`src/rtl/ps2_scancode_receiver_pkg.sv`:
```
// Shared constants and frame-FSM state encoding for the PS/2 scancode receiver.
package ps2_scancode_receiver_pkg;

   localparam logic [7:0] PS2_PREFIX_EXT = 8'hE0;
   localparam logic [7:0] PS2_PREFIX_BRK = 8'hF0;

   typedef enum logic [1:0] {
      ST_IDLE   = 2'd0,
      ST_DATA   = 2'd1,
      ST_PARITY = 2'd2,
      ST_STOP   = 2'd3
   } frame_state_t;

   // Odd parity: data plus parity bit must hold an odd number of ones.
   function automatic logic odd_parity_ok(input logic [7:0] data, input logic par);
      return ^{data, par};
   endfunction

endpackage

```
`src/rtl/ps2_scancode_receiver_line_filter.sv`:
```
// Synchronizer, glitch filter and falling-edge detector for the raw PS/2 clock line.
module ps2_line_filter #(
   parameter int FILTER_LEN = 8
) (
   input  logic clk,
   input  logic rst_n,
   input  logic line,
   output logic fall
);

   localparam int CW = (FILTER_LEN > 1) ? $clog2(FILTER_LEN) : 1;

   logic          meta;
   logic          sync;
   logic          level;
   logic [CW-1:0] cnt;

   // Idle-high reset so a keyboard at rest never looks like a start edge.
   always_ff @(posedge clk or negedge rst_n) begin
      if (!rst_n) begin
         meta  <= 1'b1;
         sync  <= 1'b1;
         level <= 1'b1;
         cnt   <= '0;
         fall  <= 1'b0;
      end else begin
         meta <= line;
         sync <= meta;
         fall <= 1'b0;
         if (sync != level) begin
            if (cnt == CW'(FILTER_LEN - 1)) begin
               level <= sync;
               cnt   <= '0;
               fall  <= level;
            end else begin
               cnt <= cnt + 1'b1;
            end
         end else begin
            cnt <= '0;
         end
      end
   end

endmodule

```
`src/rtl/ps2_scancode_receiver.sv`:
```
// PS/2 keyboard frame receiver that decodes E0/F0 prefixes into make/break events.
module ps2_scancode_receiver
   import ps2_scancode_receiver_pkg::*;
#(
   parameter int FILTER_LEN  = 8,
   parameter int TIMEOUT_CYC = 100000
) (
   input  logic         clk,
   input  logic         rst_n,
   input  logic         ps2_clk,
   input  logic         ps2_data,
   output logic [7:0]   scancode,
   output logic         push_down,
   output logic         push_up,
   output logic         extended,
   output logic         frame_err,
   output frame_state_t dbg_state
);

   localparam int TW = $clog2(TIMEOUT_CYC + 1);

   frame_state_t  state_q, state_d;
   logic          fall;
   logic          data_meta, data_s;
   logic [2:0]    bit_cnt;
   logic [7:0]    shift_q;
   logic          parity_q;
   logic [TW-1:0] to_cnt;
   logic          pend_ext, pend_brk;

   logic          timeout_hit;
   logic          byte_ok;
   logic          frame_err_d;

   ps2_line_filter #(.FILTER_LEN(FILTER_LEN)) u_clk_filter (
      .clk   (clk),
      .rst_n (rst_n),
      .line  (ps2_clk),
      .fall  (fall)
   );

   always_ff @(posedge clk or negedge rst_n) begin
      if (!rst_n) begin
         data_meta <= 1'b1;
         data_s    <= 1'b1;
      end else begin
         data_meta <= ps2_data;
         data_s    <= data_meta;
      end
   end

   // Frame FSM: state register
   always_ff @(posedge clk or negedge rst_n) begin
      if (!rst_n) state_q <= ST_IDLE;
      else        state_q <= state_d;
   end

   // Frame FSM: next state
   always_comb begin
      state_d = state_q;
      unique case (state_q)
         ST_IDLE:   if (fall && !data_s) state_d = ST_DATA;
         ST_DATA:   if (timeout_hit) state_d = ST_IDLE;
                    else if (fall && bit_cnt == 3'd7) state_d = ST_PARITY;
         ST_PARITY: if (timeout_hit) state_d = ST_IDLE;
                    else if (fall) state_d = ST_STOP;
         ST_STOP:   if (timeout_hit || fall) state_d = ST_IDLE;
         default:   state_d = ST_IDLE;
      endcase
   end

   // Frame FSM: outputs. The timeout never fires on a cycle that carries an edge.
   always_comb begin
      timeout_hit = 1'b0;
      byte_ok     = 1'b0;
      frame_err_d = 1'b0;
      if (state_q != ST_IDLE && !fall && to_cnt == TW'(TIMEOUT_CYC - 1))
         timeout_hit = 1'b1;
      if (state_q == ST_STOP && fall) begin
         if (data_s && odd_parity_ok(shift_q, parity_q)) byte_ok = 1'b1;
         else                                              frame_err_d = 1'b1;
      end
      if (timeout_hit) frame_err_d = 1'b1;
   end

   assign dbg_state = state_q;

   always_ff @(posedge clk or negedge rst_n) begin
      if (!rst_n) begin
         bit_cnt  <= '0;
         shift_q  <= '0;
         parity_q <= 1'b0;
         to_cnt   <= '0;
      end else begin
         if (state_q == ST_IDLE || fall || timeout_hit) to_cnt <= '0;
         else                                          to_cnt <= to_cnt + 1'b1;
         if (fall) begin
            unique case (state_q)
               ST_IDLE:   bit_cnt <= '0;
               ST_DATA: begin
                  shift_q <= {data_s, shift_q[7:1]};
                  bit_cnt <= bit_cnt + 1'b1;
               end
               ST_PARITY: parity_q <= data_s;
               default: ;
            endcase
         end
      end
   end

   // Prefix tracking and event generation; pulses land one cycle after the stop bit.
   always_ff @(posedge clk or negedge rst_n) begin
      if (!rst_n) begin
         scancode  <= '0;
         extended  <= 1'b0;
         push_down <= 1'b0;
         push_up   <= 1'b0;
         frame_err <= 1'b0;
         pend_ext  <= 1'b0;
         pend_brk  <= 1'b0;
      end else begin
         push_down <= 1'b0;
         push_up   <= 1'b0;
         frame_err <= frame_err_d;
         if (frame_err_d) begin
            pend_ext <= 1'b0;
            pend_brk <= 1'b0;
         end else if (byte_ok) begin
            if (shift_q == PS2_PREFIX_EXT) begin
               pend_ext <= 1'b1;
            end else if (shift_q == PS2_PREFIX_BRK) begin
               pend_brk <= 1'b1;
            end else begin
               scancode  <= shift_q;
               extended  <= pend_ext;
               push_up   <= pend_brk;
               push_down <= !pend_brk;
               pend_ext  <= 1'b0;
               pend_brk  <= 1'b0;
            end
         end
      end
   end

endmodule

```
`config.mk`:
```
export PLATFORM = sky130hd
export DESIGN_NAME = ps2_scancode_receiver
export DESIGN_NICKNAME = d
export VERILOG_FILES = /design/src/rtl/ps2_scancode_receiver_pkg.sv /design/src/rtl/ps2_scancode_receiver_line_filter.sv /design/src/rtl/ps2_scancode_receiver.sv
export SDC_FILE = /design/constraint.sdc
export NUM_CORES = 1
export LEC_CHECK = 0
export CAP_MARGIN = 20
export CORE_UTILIZATION = 30
export CTS_CLUSTER_SIZE = 25
export DETAILED_ROUTE_END_ITERATION = 7
export HOLD_SLACK_MARGIN = 0.05
export PLACE_DENSITY_LB_ADDON = 0.05
export SYNTH_ARGS = -nofsm -noshare
export SYNTH_HDL_FRONTEND = slang
export SYNTH_SLANG_ARGS = --single-unit
export TNS_END_PERCENT = 10
```
`constraint.sdc`:
```
create_clock -name clk -period 2.1 [get_ports clk]
set_input_delay 0.63 -clock clk [delete_from_list [all_inputs] [get_ports clk]]
set_output_delay 0.63 -clock clk [all_outputs]
set_load 0.01 [all_outputs]
```
==> out/summary.txt, run 1 <==
Setup bufs post-CTS: 0
Post-synthesis cell type count: 40
Crit path cell chain: xnor2_1, xnor3_1, xnor2_2, nor4b_4, buf_12, mux2_4
Synth Net Count: 207
Inserted Diodes: 0
Nets: 242
Worst r2r path cells: 6
IO Count: 18
Total core area: 7730 sq um
Clock skew: 0.0112 ns
Die area: 8320 sq um
H-tree levels: 2
Critical path data arrival time: 2.28 ns
CTS buffer count: 5
First-pass GRT wire length: 7910 um
Syn_area_per_cell: 12.1 sq um
Via density: 4.57
Drt wl/cell: 13.0 um
Critical path class: flop to flop
Max IR drop VDD: 0.301 mV
Crit-path slowest cell: dfrtp_1
Max-Slew Margin vs Limit: 64.3%
Seq/Total Area, Yosys: 56.9%
Via count: 1536
Synthesized flop and latch total: 54
Clock Latency Late Sink: 0.31 ns
Hold Vio Cnt, Final: 0
EDFF count, synth: 0
Worst Path Required: 2.29 ns
Maxcap violations: 0
Initial antenna violation count: 0
Clock Pin Slew Worst Setup and Hold Paths: 0.10 ns
Worst min path class: input pin to asynchronous set/reset pin
Leak: 1.30 nW
Iter 0 DRT Violations: 50
Initial Util: 30.9%
Critical Path End Type: flop
HPWL after detailed placement: 3060 um
Share of post-route cells with drive strength above 1: 22.2%
Layout area overhead: 23.8%
Pins Over Slew Limit: 0
Root buffer cell: clkbuf_8
# hold bufs at CTS: 0
Number of global-route vias before repair: 1602
DRC violations left: 0
Tot Pwr: 2.04 mW
Outcome: finished, final reports clean
Fin crit share: 99.3%
Top_reg_cell synth: dfrtp_1
Min cycle time layout: 2.08 ns
Gr usage total: 12.1%
Die Y: 91.2 um
PwrDens: 691 nW/um^2
GPL Wtd Cong: 0.695
Total negative slack: 0 ns
Global route overflow: 0
Slew @ Worst Pin: 0.532 ns
Area of the mapped netlist: 2390 sq um
Worst-path fanout max: 11
DR pass1 iterations: 4
Chip width: 91.2 um
Synth Warn #: 0
Sink Count: 54
Max incr delay on CP: 0.40 ns
Port Buf Inserts: 17
DRT Wirelength: 4360 um
Maximum clock path buffer count: 2
Fmax: 480 MHz
Post-DRT Antenna Nets: 0
Worst setup SP type: flop
RSZ-0062 raised after global routing: true
Hold_ws: 0.298 ns
Final setup viols: 0
CTS tree: built
FP Rows: 32
Async set-reset flop share out of synthesis: 100%
Post-synthesis cell count: 198
Largest net degree at the start of global routing: 55
cells by family after synthesis:
| family | Yosys count | synth area share, % |
|---|---|---|
| mux | 18 | 9.75 |
| compound gates | 16 | 3.67 |
| buf+inv | 11 | 2.25 |
| simple gates | 73 | 16.2 |
| flops | 54 | 56.9 |
| xor+xnor | 21 | 8.60 |
| fa+ha+maj | 5 | 2.62 |
critical path: cells and delay by family, from the launching register on:
kind                      cells  cell delay [ns]
xor gates and xnor gates      3             0.80
and+or+nand+nor               1             0.28
buffers and inverters         1             0.19
muxes                         1             0.30
DFF                           1             0.40
cell usage after synthesis, types with 5 or more instances:
master	count	area [sq um]
dfrtp_1	49	1230
nor2_1	24	90.1
nand2_1	13	48.8
xnor2_1	11	96.3
mux2_2	9	101
mux2_4	8	120
o21ai_0	8	40.0
xor2_1	8	70.1
inv_1	7	26.3
nand3_1	6	30.0
dfstp_2	5	131
ha_1	5	62.6
cells in the final DEF (no fill, tap or decap), drive strengths merged, types with 6 or more instances in the layout:
cell type,count
xnor2,12
buf,16
dfrtp,49
xor2,8
nor2,24
nand3,6
nand2,13
clkdlybuf4s50,16
mux2,18
clkbuf,6
inv,7
o21ai,10
path summary, 6_finish.rpt:
kind / slack [ns] / startpoint / to
min reg2reg: 0.36 / data_meta / data_s
max reg2reg: 0.02 / shift_q[6] / scancode[4]
min: 0.30 / rst_n / to_cnt[12]
min in group clk: 0.36 / data_meta / data_s
max in group asynchronous: 1.49 / rst_n / u_clk_filter.level
max: 0.02 / shift_q[6] / scancode[4]
power breakdown:
group	internal, mW	switching [mW]
Combinational	0.0449	0.0507
Clock	0.508	0.335
Sequential	1.08	0.0208
Total	1.64	0.407
stage by stage:
stage,util (%),instances,setup WS (ns),area [sq um]
after detailed placement,36.3,328,-0.0160,2800
final,38.3,336,0.0152,2960
after global routing,38.3,336,-0.110,2960
after CTS,38.2,336,-0.00900,2950
after floorplan,-,198,0.0603,2390
after global placement,36.3,328,0.0387,2800
per-layer routing:
layer / vias up / wire, um / track usage [%]
met2: 27 / 2000 / 19.1
met5: - / 0 / 0
met1: 767 / 2180 / 16.5
met4: 0 / 48 / 3.97
li1: 737 / - / -
met3: 5 / 135 / 2.85
cell type report:
| cell class | count | area, sq um |
|---|---|---|
| fill | 739 | 4770 |
| sequential | 54 | 1360 |
| multi-input combinational | 133 | 986 |
| timing repair buffer | 32 | 315 |
| tap | 102 | 128 |
| clock buffer | 6 | 82.6 |
| clock inverter | 2 | 60.1 |
| inverter | 7 | 26.3 |
flip-flops by register name, indices dropped and copies added, names as in the netlist, 2 cells and up:
| name | cells |
|---|---|
| u_clk_filter.cnt | 3 |
| dbg_state | 2 |
| scancode | 8 |
| bit_cnt | 3 |
| to_cnt | 17 |
| shift_q | 8 |
repair_timing:
item,4_1_cts,5_1_grt
pin swaps,1,0
setup endpoints to repair,9,12
gates resized for setup,1,2
(Power assumes the default switching activity.)
==> run 2, diff against run 1 <==
- CTS_CLUSTER_SIZE: 25 -> 30
==> results of run 2 <==
No change in the layout: final DEF, timing and power equal those of run 1.
==> run 3, diff against run 2 <==
- SYNTH_HIERARCHICAL: not set -> 1
==> run 3 against run 2 <==
Cell count decreased by 2.4%. Critical path depth unchanged. Largest cell class unchanged. Clock-buffer cell count is 1 lower. Clock skew fell by 0.0027 ns. Critical endpoint is now scancode[2].
==> out/summary.txt, run 3 <==
Outcome: finished, final reports clean
Area of the mapped netlist: 2390 sq um
Largest cells by area after synthesis: dfrtp_1 (51%), dfstp_2 (5.5%), mux2_4 (5.0%)
DRC violations left: 0
Die Y: 91.2 um
Via density: 4.52
Multi-input logic area: 985 sq um
Design Area, Final: 2860 sq um
Crit path launch: shift_q[4]
Fillcell total: 784
Top cells by count, synth: dfrtp_1 (49), nor2_1 (22), nand2_1 (14), xor2_1 (13), mux2_2 (10)
Tot Pwr: 1.80 mW
Synth Warn #: 6
FP Rows: 32
RR Startpoint: shift_q[4]
Share of post-route cells with drive strength above 1: 22.6%
IO Count: 18
DRT Wirelength: 4360 um
Top_reg_cell synth: dfrtp_1
PwrDens: 629 nW/um^2
Via count: 1482
RSZ-0062 raised after global routing: true
Post-synthesis cell type count: 36
# hold bufs at CTS: 0
First-pass GRT wire length: 7530 um
Root buffer cell: clkbuf_8
Drt wl/cell: 13.3 um
Gr usage total: 11.8%
Initial antenna violation count: 0
Syn_area_per_cell: 12.3 sq um
Worst r2r path cells: 6
Synth area leader: dfrtp_1
Total core area: 7730 sq um
Top-area cell type share of the netlist area: 51.3%
Worst setup SP type: flop
Slew @ Worst Pin: 0.557 ns
Largest net degree at the start of global routing: 23
Fmax: 486 MHz
DR pass1 iterations: 4
Async set-reset flop share out of synthesis: 100%
Max IR drop VDD: 0.311 mV
Synth Net Count: 203
Worst min path class: input pin to asynchronous set/reset pin
Nets: 234
CTS tree: built
Critical path data arrival time: 2.27 ns
Clock Pin Slew Worst Setup and Hold Paths: 0.11 ns
Die area: 8320 sq um
Critical Path End Type: flop
Iter 0 DRT Violations: 23
Number of global-route vias before repair: 1494
Port Buf Inserts: 17
Seq/Total Area, Yosys: 56.8%
H-tree levels: 2
Critical path class: flop to flop
Worst Path Required: 2.31 ns
Fin crit share: 98.0%
R2R Setup Slk: 0.04 ns
Min cycle time layout: 2.06 ns
Clock skew: 0.00844 ns
GPL Wtd Cong: 0.712
Most frequent cell after synthesis: dfrtp_1
Post-DRT Antenna Nets: 0
Hold Vio Cnt, Final: 0
Max FFs per register: 17
Post-synthesis cell count: 194
Commonest non-fill, non-tap cells in the layout: dfrtp_1 (49), nor2_1 (22), clkdlybuf4s50_1 (16)
Sink Count: 54
HPWL after detailed placement: 3060 um
CTS buffer count: 5
EDFF count, synth: 0
Top Registers: to_cnt x17, scancode x8, shift_q x8
Final setup viols: 0
Initial Util: 30.9%
Placed Area: 2720 sq um
Layout area overhead: 19.9%
Global route overflow: 0
Pins Over Slew Limit: 0
Worst R2R End: scancode[2]
Clock Latency Late Sink: 0.31 ns
Commonest non-fill, non-tap cell in the layout: dfrtp_1
Inserted Diodes: 0
Synthesized flop and latch total: 54
Maximum clock path buffer count: 2
Maxcap violations: 0
Leak: 1.28 nW
Largest Register: to_cnt
Worst-path fanout max: 5
Chip width: 91.2 um
Register Area: 1360 sq um
Max-Slew Margin vs Limit: 62.5%
## run 3: cell types whose count changed after synthesis, sizes merged, moves of 3 or more
| cell | change |
|---|---|
| xor2 | +5 |
| o21ai | -4 |
| xnor2 | -3 |
| and4 | +3 |
| clkbuf | +3 |
## run 3: worst max-delay path by stage
stage / endpoint / slack (ns) / cells past startpoint
after floorplan: extended / 0.09 / 6
after global placement: scancode[0] / 0.05 / 5
after detailed placement: scancode[0] / -0.01 / 5
after CTS: scancode[6] / 0.02 / 6
after global routing: scancode[6] / -0.05 / 6
final: scancode[2] / 0.04 / 6
## run 3: worst max-delay path, stage by stage, from the launching register on
cell	delay [ns]
dfrtp_1	0.40
xnor2_1	0.17
xnor3_1	0.46
xnor2_2	0.19
and4bb_4	0.31
buf_12	0.13
mux2_4	0.29
## run 3: power breakdown
part | total, mW | leakage [nW] | switching [mW] | internal, mW
clock network | 0.615 | 0.0447 | 0.373 | 0.242
logic | 0.0816 | 0.501 | 0.0431 | 0.0384
registers | 1.10 | 0.735 | 0.0208 | 1.08
total | 1.80 | 1.28 | 0.437 | 1.36
## run 3: final cells by class
cell class	instances	area share (%)
clock buffers	5	2.40
inverters	5	0.656
well taps	102	4.46
flip-flops and latches	54	47.4
clock inverters	3	0.874
multi-input cells	130	34.4
repair buffers	29	9.79
## run 3: per-layer routing
layer	wire (um)	up-vias	track usage, %	share of wire, %
li1	-	722	-	-
met2	1840	18	16.1	42
met5	0	-	0	0
met1	2330	738	17.6	53
met4	80	0	5.16	1.8
met3	109	4	2.85	2.5
## run 3: per-stage QoR
step           utilization [%]  setup slack (ns)  setup TNS, ns  hold slack (ns)  cells
2_1_floorplan                -            0.0931              0            0.334    194
3_3_place_gp              35.2            0.0482              0            0.347    318
3_5_place_dp              35.2          -0.00995       -0.00995            0.349    318
4_1_cts                   36.9            0.0158              0            0.283    328
5_1_grt                   37.0           -0.0539         -0.388            0.299    328
6_report                  37.0            0.0422              0            0.279    328
## run 3: kinds of logic after synthesis
family	share of synthesized area, %
AO/OA/AOI/OAI	2.78
XOR/XNOR	9.01
adder cells (fa/ha/maj)	2.62
buffers and inverters	2.25
flip-flops	56.8
multiplexers	10.2
AND/OR/NAND/NOR	16.3
## run 3: repair_timing
item,CTS,global route
pin swaps,1,1
endpoints found under the hold margin,0,0
endpoints found under the setup margin,1,9
buffers inserted,2,0
gates resized for setup,0,1
